**config.mk**
```make
export PLATFORM = sky130hd
export DESIGN_NAME = cejmu_byte_serializer
export DESIGN_NICKNAME = d
export VERILOG_FILES = /design/src/rtl/cejmu_byte_serializer.sv
export SDC_FILE = /design/constraint.sdc
export NUM_CORES = 1
export LEC_CHECK = 0
export ABC_AREA = 1
export BUFFER_PORTS_ARGS = -buffer_cell sky130_fd_sc_hd__buf_4
export CORE_MARGIN = 2
export CORE_UTILIZATION = 30
export DETAILED_ROUTE_END_ITERATION = 6
export HOLD_SLACK_MARGIN = 0.08
export SLEW_MARGIN = 20
export SYNTH_ARGS = -nofsm -noshare
export SYNTH_HDL_FRONTEND = slang
export SYNTH_SLANG_ARGS = --single-unit
```
**constraint.sdc**
```tcl
create_clock -name clk -period 1.7 [get_ports clk]
set_clock_uncertainty 0.05 [all_clocks]
set_input_delay 0.085 -clock clk [delete_from_list [all_inputs] [get_ports clk]]
set_output_delay 0.085 -clock clk [all_outputs]
set_load 0.02 [all_outputs]
```
**src/rtl/cejmu_byte_serializer.sv**
```systemverilog
// ----------------------------------------------------------------------------
// cejmu_byte_serializer
//
// Buffers bytes from the project output mux in a small FIFO and shifts each
// byte out MSB-first on a single pin. A frame strobe marks the 8 bit times of
// each byte. Consecutive frames are separated by exactly two low strobe cycles:
// one GAP cycle and one IDLE cycle.
//
// Ports:
//   clk        clock; all logic on the rising edge
//   rst        synchronous active-high reset; clears all state
//   in_data    byte from the project mux
//   in_valid   in_data is valid this cycle
//   in_ready   FIFO can accept a byte; derived from the registered count
//   ser_out    serial data, MSB first (registered)
//   ser_frame  high while a byte's 8 bits are on ser_out (registered)
//   busy       high when the FSM is not idle or the FIFO holds bytes
//   count      FIFO occupancy
// ----------------------------------------------------------------------------
module cejmu_byte_serializer #(
   parameter int unsigned DEPTH = 4,  // FIFO entries; power of two, >= 2
   parameter int unsigned DIV   = 1   // clock cycles each serial bit is held
) (
   input  logic                         clk,
   input  logic                         rst,
   input  logic [7:0]                   in_data,
   input  logic                         in_valid,
   output logic                         in_ready,
   output logic                         ser_out,
   output logic                         ser_frame,
   output logic                         busy,
   output logic [$clog2(DEPTH+1)-1:0]   count
);

   localparam int unsigned AW = $clog2(DEPTH);
   localparam int unsigned CW = $clog2(DEPTH + 1);
   localparam int unsigned DW = (DIV > 1) ? $clog2(DIV) : 1;

   localparam logic [CW-1:0] CountFull = CW'(DEPTH);
   localparam logic [DW-1:0] DivLast   = DW'(DIV - 1);

   typedef enum logic [1:0] {
      StIdle,
      StShift,
      StGap
   } state_t;

   state_t          r_state;
   logic [7:0]      r_mem [DEPTH];
   logic [AW-1:0]   r_wr_ptr;
   logic [AW-1:0]   r_rd_ptr;
   logic [CW-1:0]   r_count;
   logic [7:0]      r_shreg;
   logic [2:0]      r_bit_cnt;
   logic [DW-1:0]   r_div_cnt;
   logic            r_ser_out;
   logic            r_ser_frame;

   logic            w_push;
   logic            w_pop;

   // Acceptance depends only on the registered count: a pop on the same edge
   // does not open a slot for a full FIFO (no pass-through).
   assign w_push = in_valid && (r_count != CountFull);
   assign w_pop  = (r_state == StIdle) && (r_count != '0);

   // Storage needs no reset; the pointers and count define what is valid.
   always_ff @(posedge clk) begin
      if (!rst && w_push) begin
         r_mem[r_wr_ptr] <= in_data;
      end
   end

   // FIFO pointers and occupancy.
   always_ff @(posedge clk) begin
      if (rst) begin
         r_wr_ptr <= '0;
         r_rd_ptr <= '0;
         r_count  <= '0;
      end else begin
         if (w_push) begin
            r_wr_ptr <= r_wr_ptr + AW'(1);
         end
         if (w_pop) begin
            r_rd_ptr <= r_rd_ptr + AW'(1);
         end
         unique case ({w_push, w_pop})
            2'b10:   r_count <= r_count + CW'(1);
            2'b01:   r_count <= r_count - CW'(1);
            default: r_count <= r_count;
         endcase
      end
   end

   // Serializer FSM with registered outputs.
   always_ff @(posedge clk) begin
      if (rst) begin
         r_state     <= StIdle;
         r_shreg     <= '0;
         r_bit_cnt   <= '0;
         r_div_cnt   <= '0;
         r_ser_out   <= 1'b0;
         r_ser_frame <= 1'b0;
      end else begin
         unique case (r_state)
            StIdle: begin
               r_ser_out   <= 1'b0;
               r_ser_frame <= 1'b0;
               if (w_pop) begin
                  // The popped MSB goes straight to the output register so
                  // bit 7 is visible in the first frame cycle.
                  r_shreg     <= r_mem[r_rd_ptr];
                  r_ser_out   <= r_mem[r_rd_ptr][7];
                  r_ser_frame <= 1'b1;
                  r_bit_cnt   <= 3'd7;
                  r_div_cnt   <= '0;
                  r_state     <= StShift;
               end
            end

            StShift: begin
               if (r_div_cnt == DivLast) begin
                  if (r_bit_cnt == 3'd0) begin
                     r_ser_out   <= 1'b0;
                     r_ser_frame <= 1'b0;
                     r_state     <= StGap;
                  end else begin
                     r_shreg   <= {r_shreg[6:0], 1'b0};
                     r_ser_out <= r_shreg[6];
                     r_bit_cnt <= r_bit_cnt - 3'd1;
                     r_div_cnt <= '0;
                  end
               end else begin
                  r_div_cnt <= r_div_cnt + DW'(1);
               end
            end

            StGap: begin
               r_ser_out   <= 1'b0;
               r_ser_frame <= 1'b0;
               r_state     <= StIdle;
            end

            default: begin
               r_ser_out   <= 1'b0;
               r_ser_frame <= 1'b0;
               r_state     <= StIdle;
            end
         endcase
      end
   end

   assign in_ready  = (r_count != CountFull);
   assign ser_out   = r_ser_out;
   assign ser_frame = r_ser_frame;
   assign busy      = (r_state != StIdle) || (r_count != '0);
   assign count     = r_count;

endmodule

```
==> metrics.txt <==
outcome finished clean; Min-Delay Endpoint count[0]; Worst EP required around 1.9 ns; Antenna Cells 0; Max-cap violations 0; syn_area_per_cell 9.68 µm²; final layout net count 302; Hold Vio Cnt, Final 0; port bufs 17; CTS tree yes; worst hold start in_valid; worst-margin pin slew 0.297 ns; Worst Hold Class in2reg; r2r setup slk between 0.03 and 0.04 ns; syn nets 260; cell area after synthesis approximately 0.0023 mm²; fin util 38.1%; Cell Pwr Density roughly 1500 mW/mm²; CP Capture Type flip-flop; htree depth 2; Die Y about 92 µm; Num CTS Buffers 5; most frequent cells in the layout nand2_1, edfxtp_1, buf_4, inv_1, nand3_1; Placement Rows 32; CP max FO 3; post-route clock period utilization 98.0%; Starting Density between 30 and 40%; # clock sinks 55; DR iter-0 viols 51; number of detailed-routing iterations run before antenna repair 4; total leakage power 1.23 nW; Worst path max stage delay between 0.3 and 0.4 ns; full die area ~0.0085 mm²; routed wire length around 4300 µm; clock root cell clkbuf_8; worst reg-to-reg path cell count 10; Reg-to-Reg Start count[0]; type of the worst setup path reg2reg; DR WL/cell 11.2 µm; vias in the first global route 1588; Slew HR 80.2%; total gr overflow 0; Mapped Cells 241; Slowest-stage cell, CP dfxtp_4; Final Wtd Congestion 0.783; commonest non-fill, non-tap cell in the layout nand2_1; final setup fails 0; worst hold path cell count 4; startpoint types flip-flop; number of nets with antenna violations after routing 0; CP top delay family simple AND/OR/NAND/NOR gates; Cell Chain, Critical Path nor2_4 > nand2_4 > nand2_4 > ha_4 > inv_2 > fa_2 > nand2_1 > nand3_2 > o21ai_1 > a21oi_1; sequential area share after synthesis 60.9%; most used cell, CP nand2_4; drc violations 0; total negative slack 0 ns; DPL Wire Length roughly 3000 µm; Synth-to-Final Area Change 24.9%; Max VDD drop 0.631 mV; Die W about 92 µm; Synthesis Warnings 0; later-pin clock latency in the skew report 0.31 ns; FILL cells 751; worst r2r dst count[2]; CP Buf/Inv Count 1; Vias 1646; Clock Tree Buf Depth 2; initial antenna violation count 0; crit path DAT between 1.5 and 2 ns; DR vias/cell roughly 4.3; core area roughly 0.0076 mm²; Multi-input gate area approximately 800 µm²; RSZ-0062 raised after global routing yes; largest net degree at the start of global routing 21; global-route usage over all layers 10.7%; Clock transition at path regs 0.11 ns; Reg area ~0.0014 mm²; crit path time final between 1.5 and 2 ns; maximum clock frequency about 0.6 GHz; Distinct cells, synth 24; layout cells sized above 1 between 20% and 30%; Seq cells post-synth 55; first-pass GRT wire length roughly 7000 µm; Slew Limit Fails 0; Ports 18
[per-stage QoR]
stage                     power (W)  setup slack [ns]  hold slack, ns  instance area, µm²  instances
after detailed placement    0.00356           0.00922           0.239                2660        365
after CTS                   0.00439            0.0101           0.110                2860        383
after global placement      0.00354            0.0372           0.237                2660        365
after global routing        0.00485           -0.0629           0.123                2920        386
final                       0.00447            0.0343           0.128                2920        386
after floorplan             0.00310           0.00717           0.134                2370        241
[how the worst max path moves through the flow]
stage / startpoint / end / slack, ns / cells after the start
finish: count[0] / count[2] / 0.03 / 10
global route: count[0] / count[2] / -0.06 / 12
CTS: count[1] / count[2] / 0.01 / 10
detailed placement: count[0] / count[2] / 0.009 / 10
global placement: count[0] / count[2] / 0.04 / 10
floorplan: count[0] / count[2] / 0.007 / 10
[flip-flops by register name (all words and copies together) (netlist names), named ones only]
signal     count
r_bit_cnt      3
r_mem         32
r_shreg        7
count          3
ser_out        1
r_wr_ptr       2
ser_frame      1
r_rd_ptr       2
r_state        2
[power breakdown]
part | leakage (nW) | total (W) | switching (W) | internal (W)
registers | 0.483 | 0.00184 | 0.000165 | 0.00168
clock network | 0.0519 | 0.000778 | 0.000465 | 0.000314
logic | 0.696 | 0.00185 | 0.00111 | 0.000738
total | 1.23 | 0.00447 | 0.00174 | 0.00273
[final cells by class]
type / count / area share, %
Inverter: 31 / 4.12
Tap cell: 102 / 4.38
Clock inverter: 3 / 1.16
Clock buffer: 5 / 2.36
Multi-Input combinational cell: 150 / 27.8
Timing Repair Buffer: 40 / 11.1
Sequential cell: 55 / 49.1
[logic make-up after synthesis]
kind of cell             Yosys count  share of synthesized area (%)
AO/OA/AOI/OAI                     25                           5.52
AND/OR/NAND/NOR                  115                           21.5
flip-flops                        55                           60.9
XOR/XNOR                           1                          0.375
adder cells (fa/ha/maj)            8                           4.61
buffers and inverters             37                           7.08
[cells in the mapped netlist]
library cell	count	area share, %
nand2_1	76	12
edfxtp_1	32	41
inv_1	29	4.7
nand3_1	24	5.1
dfxtp_1	23	20
a21oi_1	13	2.8
ha_1	7	3.8
o21ai_0	7	1.5
nor2_1	6	0.97
o21ai_1	4	0.86
buf_2	3	0.64
buf_6	2	0.97
nand2_4	2	0.97
nor2_2	2	0.54
or2_0	2	0.54
a21oi_2	1	0.38
buf_4	1	0.32
clkinv_2	1	0.21
fa_1	1	0.86
inv_4	1	0.27
nand3_2	1	0.43
nor2_4	1	0.48
nor3_1	1	0.21
xor2_1	1	0.38
[repair_timing]
action                                 CTS  global route
buffers inserted                         1             2
gates cloned                             0             1
pin swaps                                1             4
setup endpoints to repair                1            10
endpoints found under the hold margin   38             0
gates resized for setup                  0             8
hold buffers                             9             0
[per-layer routing]
metal  part of all wire (%)  vias to the layer above  track usage, %
li1                       -                      864               -
met1                     46                      753            12.7
met2                     50                       23            19.4
met3                    2.8                        6            2.38
met4                    1.3                        0            2.86
met5                      0                        -               0
[worst min-delay path, cell delays in order]
cell and delay (ns):
buf_4 0.12, nand2_4 0.07, ha_4 0.13, a21oi_1 0.05
(Power assumes the default switching activity.)
